<file path="config.mk">
export PLATFORM = sky130hd
export DESIGN_NAME = move_controller
export DESIGN_NICKNAME = d
export VERILOG_FILES = /design/src/rtl/move_controller.sv
export SDC_FILE = /design/constraint.sdc
export NUM_CORES = 1
export LEC_CHECK = 0
export ABC_AREA = 1
export ABC_CLOCK_PERIOD_IN_PS = 2600
export CAP_MARGIN = 20
export CELL_PAD_IN_SITES_DETAIL_PLACEMENT = 1
export CELL_PAD_IN_SITES_GLOBAL_PLACEMENT = 1
export CORE_MARGIN = 2
export CORE_UTILIZATION = 37
export CTS_CLUSTER_DIAMETER = 50
export DETAILED_ROUTE_END_ITERATION = 12
export PLACE_DENSITY_LB_ADDON = 0.1
export SETUP_SLACK_MARGIN = 0.05
export SYNTH_ARGS = -nofsm -noshare
export SYNTH_HDL_FRONTEND = slang
export SYNTH_SLANG_ARGS = --single-unit
</file>
<file path="constraint.sdc">
create_clock -name clock -period 2.6 [get_ports clock]
set_input_delay 0.39 -clock clock [delete_from_list [all_inputs] [get_ports clock]]
set_output_delay 0.39 -clock clock [all_outputs]
set_load 0.03 [all_outputs]
</file>
<file path="src/rtl/move_controller.sv">
// Gomoku move-entry controller: cursor, place/read/write handshake, win-check hand-off, turn/game tracking.
// Optional feature macro: CURSOR_WRAP_EN (cursor wraps at board edges instead of saturating).
module move_controller #(
  parameter int N  = 15,
  parameter int CW = 4
) (
  input  logic          clock,
  input  logic          reset,
  input  logic          btn_left,
  input  logic          btn_right,
  input  logic          btn_up,
  input  logic          btn_down,
  input  logic          btn_place,
  output logic [CW-1:0] cursor_x,
  output logic [CW-1:0] cursor_y,
  input  logic [1:0]    rd_data,
  output logic          wr_en,
  output logic [CW-1:0] wr_x,
  output logic [CW-1:0] wr_y,
  output logic [1:0]    wr_data,
  output logic          turn,
  output logic          illegal,
  output logic          check_req,
  input  logic          check_done,
  input  logic          check_win,
  output logic [7:0]    move_count,
  output logic          game_over,
  output logic [1:0]    winner
);

  localparam logic [CW-1:0] MAXC   = CW'(N - 1);
  localparam logic [CW-1:0] CENTER = CW'(N / 2);
  localparam logic [7:0]    CELLS  = 8'(N * N);

  typedef enum logic [2:0] {IDLE, READ, WRITE, CHECK, OVER} state_t;

  state_t        state_q, state_d;
  logic [CW-1:0] cursor_x_q, cursor_x_d, cursor_y_q, cursor_y_d;
  logic [CW-1:0] wr_x_q, wr_x_d, wr_y_q, wr_y_d;
  logic          wr_en_q, wr_en_d, illegal_q, illegal_d;
  logic          check_req_q, check_req_d, turn_q, turn_d;
  logic          game_over_q, game_over_d;
  logic [1:0]    wr_data_q, wr_data_d, winner_q, winner_d;
  logic [7:0]    move_count_q, move_count_d;

  // One axis step: opposite buttons together cancel out.
  function automatic logic [CW-1:0] step_axis(input logic [CW-1:0] p,
                                              input logic dec, input logic inc);
    logic [CW-1:0] r;
    r = p;
    if (dec && !inc) begin
`ifdef CURSOR_WRAP_EN
      r = (p == '0) ? MAXC : p - CW'(1);
`else
      r = (p == '0) ? p : p - CW'(1);
`endif
    end else if (inc && !dec) begin
`ifdef CURSOR_WRAP_EN
      r = (p == MAXC) ? '0 : p + CW'(1);
`else
      r = (p == MAXC) ? p : p + CW'(1);
`endif
    end
    return r;
  endfunction

  always_comb begin
    state_d      = state_q;
    cursor_x_d   = cursor_x_q;
    cursor_y_d   = cursor_y_q;
    wr_x_d       = wr_x_q;
    wr_y_d       = wr_y_q;
    wr_en_d      = 1'b0;
    wr_data_d    = 2'b00;
    illegal_d    = 1'b0;
    check_req_d  = check_req_q;
    turn_d       = turn_q;
    game_over_d  = game_over_q;
    winner_d     = winner_q;
    move_count_d = move_count_q;
    case (state_q)
      IDLE: begin
        if (btn_place) begin
          wr_x_d  = cursor_x_q;
          wr_y_d  = cursor_y_q;
          state_d = READ;
        end else begin
          cursor_x_d = step_axis(cursor_x_q, btn_left, btn_right);
          cursor_y_d = step_axis(cursor_y_q, btn_up, btn_down);
        end
      end
      READ: begin
        // Cursor is frozen here, so rd_data reflects (wr_x, wr_y).
        if (rd_data != 2'b00) begin
          illegal_d = 1'b1;
          state_d   = IDLE;
        end else begin
          wr_en_d   = 1'b1;
          wr_data_d = turn_q ? 2'b10 : 2'b01;
          state_d   = WRITE;
        end
      end
      WRITE: begin
        move_count_d = (move_count_q == CELLS) ? CELLS : move_count_q + 8'd1;
        check_req_d  = 1'b1;
        state_d      = CHECK;
      end
      CHECK: begin
        if (check_done) begin
          check_req_d = 1'b0;
          if (check_win) begin
            game_over_d = 1'b1;
            winner_d    = turn_q ? 2'b10 : 2'b01;
            state_d     = OVER;
          end else if (move_count_q == CELLS) begin
            game_over_d = 1'b1;
            winner_d    = 2'b00;
            state_d     = OVER;
          end else begin
            turn_d  = ~turn_q;
            state_d = IDLE;
          end
        end
      end
      OVER:    ;
      default: state_d = IDLE;
    endcase
  end

  always_ff @(posedge clock) begin
    if (reset) begin
      state_q      <= IDLE;
      cursor_x_q   <= CENTER;
      cursor_y_q   <= CENTER;
      wr_x_q       <= '0;
      wr_y_q       <= '0;
      wr_en_q      <= 1'b0;
      wr_data_q    <= 2'b00;
      illegal_q    <= 1'b0;
      check_req_q  <= 1'b0;
      turn_q       <= 1'b1;
      game_over_q  <= 1'b0;
      winner_q     <= 2'b00;
      move_count_q <= 8'd0;
    end else begin
      state_q      <= state_d;
      cursor_x_q   <= cursor_x_d;
      cursor_y_q   <= cursor_y_d;
      wr_x_q       <= wr_x_d;
      wr_y_q       <= wr_y_d;
      wr_en_q      <= wr_en_d;
      wr_data_q    <= wr_data_d;
      illegal_q    <= illegal_d;
      check_req_q  <= check_req_d;
      turn_q       <= turn_d;
      game_over_q  <= game_over_d;
      winner_q     <= winner_d;
      move_count_q <= move_count_d;
    end
  end

  assign cursor_x   = cursor_x_q;
  assign cursor_y   = cursor_y_q;
  assign wr_en      = wr_en_q;
  assign wr_x       = wr_x_q;
  assign wr_y       = wr_y_q;
  assign wr_data    = wr_data_q;
  assign turn       = turn_q;
  assign illegal    = illegal_q;
  assign check_req  = check_req_q;
  assign move_count = move_count_q;
  assign game_over  = game_over_q;
  assign winner     = winner_q;

endmodule

</file>
== Word level (Yosys, flattened, before mapping) ==
Cells that the tools add are included.

* Add/subtract/negate cells: 5
* Eq/ne operators: 13
* Muxes and demuxes: 24
* Bitwise operators: 6
* Reductions and logical operators: 25

{| class="wikitable"
|+ Operators with widths
! kind !! count
|-
| two-way mux 4 bit || 8
|-
| one-hot mux 3 bit (5 select lines) || 1
|-
| two-way mux 3 bit || 4
|-
| != test 2 bit (second input constant) || 6
|-
| AND reduction 5 bit || 2
|-
| nonzero test 2 bit || 5
|-
| adder 4 x 1 -> 4 bit (second input constant) || 2
|-
| adder 8 x 1 -> 8 bit (second input constant) || 1
|-
| equality test 4 bit (second input constant) || 2
|-
| equality test 8 bit (second input constant) || 1
|-
| logical NOT 4 bit || 2
|-
| two-way mux 2 bit || 4
|-
| two-way mux 8 bit || 1
|-
| subtractor 4 x 1 -> 4 bit (second input constant) || 2
|-
| equality test 3 x 2 -> 1 bit (second input constant) || 2
|-
| NOT 1 bit || 6
|-
| AND reduction 3 bit || 2
|-
| two-way mux 1 bit || 5
|-
| logical AND 1 bit || 4
|-
| logical NOT 1 bit || 4
|-
| AND reduction 2 bit || 2
|-
| AND reduction 4 bit || 1
|-
| equality test 3 x 1 -> 1 bit (second input constant) || 1
|-
| equality test 3 bit (second input constant) || 1
|-
| other kinds (4) || 4
|}

* Register bits after elaboration: 36
* Input port bits: 11
* Output and inout port bits: 33
* Word-level logic and storage cells: 86

== Longest topological paths before layout ==
* Depth after elaboration: 5
* Depth in mapped cells: 10
* Gate-level depth less buffers: 10

== Worst setup path after synthesis ==
No wires, ideal clock.

* Kind: in2reg
* Start point: input port btn_down
* End point: register cursor_y_q[2] (netlist: cursor_y[2])
* Setup time: 0.125 ns
* Arrival time: 1.370 ns
* Required time: 2.475 ns
* Path slack: 1.105 ns
* Stages: 9
* Buffers on the path: 0
* Path through: inv_1 -> ha_1 -> nand2_1 -> inv_1 -> nor2_1 -> ha_1 -> a21oi_1 -> xor2_1 -> o21ai_0

* Longest elaborated chain between the ends: 4
* Elaborated cells between the ends (all ways): 8
* Those cells by class: eq/ne (2); mux (1); reduce/logical (5)

{| class="wikitable"
|+ RTL lines
! element !! RTL line !! RTL
|-
| from (decl) || 12 || <nowiki>input logic btn_down,</nowiki>
|-
| logical NOT 1 bit || 51 || <nowiki>if (dec && !inc) begin</nowiki>
|-
| logical AND 1 bit || 51 ||
|-
| != test 2 bit (no source line) or nonzero test 2 bit (tied branches) || - ||
|-
| AND reduction 5 bit (no source line) || - ||
|-
| to (signal assigned) || 148 || <nowiki>cursor_y_q <= cursor_y_d;</nowiki>
|-
| to (decl) || 38 || <nowiki>logic [CW-1:0] cursor_x_q, cursor_x_d, cursor_y_q, cursor_y_d;</nowiki>
|}

Parallel ways exist; a longest one is shown, timed or not.
A chain may end at the register's enable or synchronous reset.

== Worst setup path in the final report ==
* Start point: register cursor_y_q[0] (netlist: cursor_y[0])
* End point: output port cursor_y[0]

{| class="wikitable"
|+ RTL lines
! element !! RTL line !! RTL
|-
| to (decl) || 15 || <nowiki>output logic [CW-1:0] cursor_y,</nowiki>
|}

No word-level cell between the ends.

==> impl_metrics.tcl <==
set metrics [dict create \
    grt_max_degree 20 \
    cts.reportedPaths.clkPinSlew_ns 0.07 \
    final.setup_skew_ns 0.00757 \
    status "complete, no violations" \
    switchingPower_w 0.000384 \
    cts_inserted_buffers 5 \
    post_cts_resized 0 \
    cp_slowest_cell "clkdlybuf4s50_1" \
    antenna_left 0 \
    first_global_vias 1706 \
    post-cts-setup-buffers 0 \
    p_sw_share_pct 29.2 \
    cts_tree "done" \
    synth_area_mm2 0.00179 \
    finalSetupTns_ns 0 \
    gp_congestion 0.785 \
    drive_gt1_share_pct 7.14 \
    clk_path_buf_depth 2 \
    post_drt_via_cell_ratio 5.02 \
    tightest_slew_ns 0.521 \
    cp.arrival_ns 1.50 \
    yosys.area.top_type_share_pct 40.3 \
    final_nets 313 \
    fin_crit_sh_pct 72.8 \
    ys_seq_area_share_pct 40.3 \
    p_clk_share_pct 32.3 \
    max_stage_delay_ns 0.73 \
    end_kind "output pin" \
    die_y_um 73.5 \
    critical-path-top-delay-family "buffers and inverters" \
    grt-ovfl-total 0 \
    synth_cells 246 \
    yosysMostFrequentCell "nand2_1" \
    drc 0 \
    synth-edff-count 0 \
    wl_per_cell_um 12.7 \
    drv_slew 0 \
    crit_chain "clkdlybuf4s50_1" \
    postCtsHoldBufs 0 \
    antenna_found_initial 0 \
    syn2layout_area_growth_pct 32.6 \
    hold_viol 0 \
    crit_type "flop to output pin" \
    yosys.cell_types.count 32 \
    ios 44 \
    worst_hold_slack_ns 0.472 \
    track_usage_pct 18.1 \
    syn-num-nets 265 \
    n_antenna_cell 0 \
    p_leak_nw 1.04 \
    ys_ff_latch 36 \
    finalSetupViolCount 0 \
    hold_class "flop to flop" \
    relSlewSlack_pct 65.0 \
    crit_buf_inv 1 \
    root_buffer "clkbuf_8" \
    yosysTopAreaCell "dfxtp_1" \
    ys_top_cells_by_count "nand2_1, dfxtp_1, nor2_1, inv_1" \
    rsz0062_at_grt "false" \
    max_freq_mhz 528 \
    cp_max_fo 8 \
    worstPathRequired_ns 2.21 \
    start_kind "flop" \
    cap_violations 0 \
    cts.sinks 36 \
    core_area_mm2 0.00469 \
    dr.pass1.iters 4 \
    numPortBuffers 43 \
    total_power_w 0.00132 \
    wl_um 4400 \
    avgSynthCellArea_um2 7.27 \
    grt_first_pass_wirelength_um 7630 \
    ys.flop_type "dfxtp_1" \
    ir_drop_mv 0.335 \
    p_seq_share_pct 46.7 \
    die_x_um 73.5 \
    dp_hpwl_um 3300 \
    fp-row-count 25 \
    pwr-share-comb_pct 21.0 \
    die_area_mm2 0.00541 \
    vias 1747 \
    power.density_mw_per_mm2 555 \
    post-route-util_pct 50.6 \
    ys_top_cells_by_area "dfxtp_1, nand2_1, nor2_1" \
    htreeDepth 2 \
    start_util_pct 38.1 \
    async_flop_share_pct 0 \
    ys_warn_count 0 \
    dr.first_iter.drc_count 43 \
    min_period_ns 1.89 \
    intPower_w 0.000931 \
    clock_latency_ns 0.29 \
]
-- flip-flops by register name, indices dropped and copies added (netlist names) --
name / cells
wr_y: 4
check_req: 1
winner: 2
wr_x: 4
turn: 1
wr_data: 2
cursor_x: 4
move_count: 8
cursor_y: 4
game_over: 1
illegal: 1
state_q: 3
wr_en: 1
-- layer usage --
metal / up-vias / track usage [%] / part of all wire [%]
met1: 817 / 22.9 / 48
met3: 7 / 3.84 / 3.7
met5: - / 0 / 0
met2: 32 / 30.2 / 47
met4: 0 / 6.67 / 1.5
li1: 891 / - / -
-- metrics by stage --
step / setup slack [ns] / cells / instance area (um2)
2_1_floorplan: 1.11 / 246 / 1790
3_3_place_gp: 0.546 / 341 / 2280
3_5_place_dp: 0.488 / 341 / 2280
4_1_cts: 0.697 / 348 / 2370
5_1_grt: 0.571 / 348 / 2370
6_report: 0.706 / 348 / 2370
-- kinds of logic after synthesis --
| family | after synthesis | synth area share (%) |
|---|---|---|
| adder cells (fa/ha/maj) | 8 | 5.59 |
| AO/OA/AOI/OAI | 48 | 14.7 |
| XOR/XNOR | 6 | 2.94 |
| AND/OR/NAND/NOR | 109 | 27.7 |
| flip-flops | 36 | 40.3 |
| buffers and inverters | 39 | 8.81 |
-- layout by cell type (no fill, tap or decap), drive strengths merged --
cell	Yosys	routed
nand3b	1	1
nand2	45	45
nand4	4	4
inv	34	34
ha	8	8
clkdlybuf4s50	0	43
xor2	3	3
o211ai	1	1
o21a	1	1
nor3	4	4
nand3	15	15
xnor2	3	3
nor3b	1	1
or2	2	2
a21oi	21	21
nor2	37	37
clkbuf	2	7
clkinv	1	1
dfxtp	36	36
buf	2	2
a31oi	1	1
o21ai	22	22
a211oi	1	1
o31ai	1	1
-- worst paths after layout --
path | end | cells past startpoint | slack [ns] | start
worst max-delay path | cursor_y[0] | 1 | 0.71 | cursor_y[0]
worst min-delay path | check_req | 2 | 0.47 | check_req
worst max register to register | wr_x[1] | 6 | 1.12 | state_q[1]
worst min register to register | check_req | 2 | 0.47 | check_req
-- cell type report --
| cell class | count | area (um2) |
|---|---|---|
| multi-input cells | 171 | 911 |
| repair buffers | 45 | 445 |
| well taps | 54 | 67.6 |
| clock buffers | 7 | 96.3 |
| inverters | 35 | 131 |
| fillers | 612 | 2320 |
| flip-flops and latches | 36 | 721 |
-- power groups by stage --
stage                     logic [W]  clock network [W]  registers, W
after global routing       0.000309           0.000460      0.000620
after global placement     0.000273                  0      0.000626
final                      0.000277           0.000425      0.000614
after detailed placement   0.000279                  0      0.000627
after CTS                  0.000281           0.000433      0.000615
after floorplan            0.000125                  0      0.000673
(Power assumes the default switching activity.)
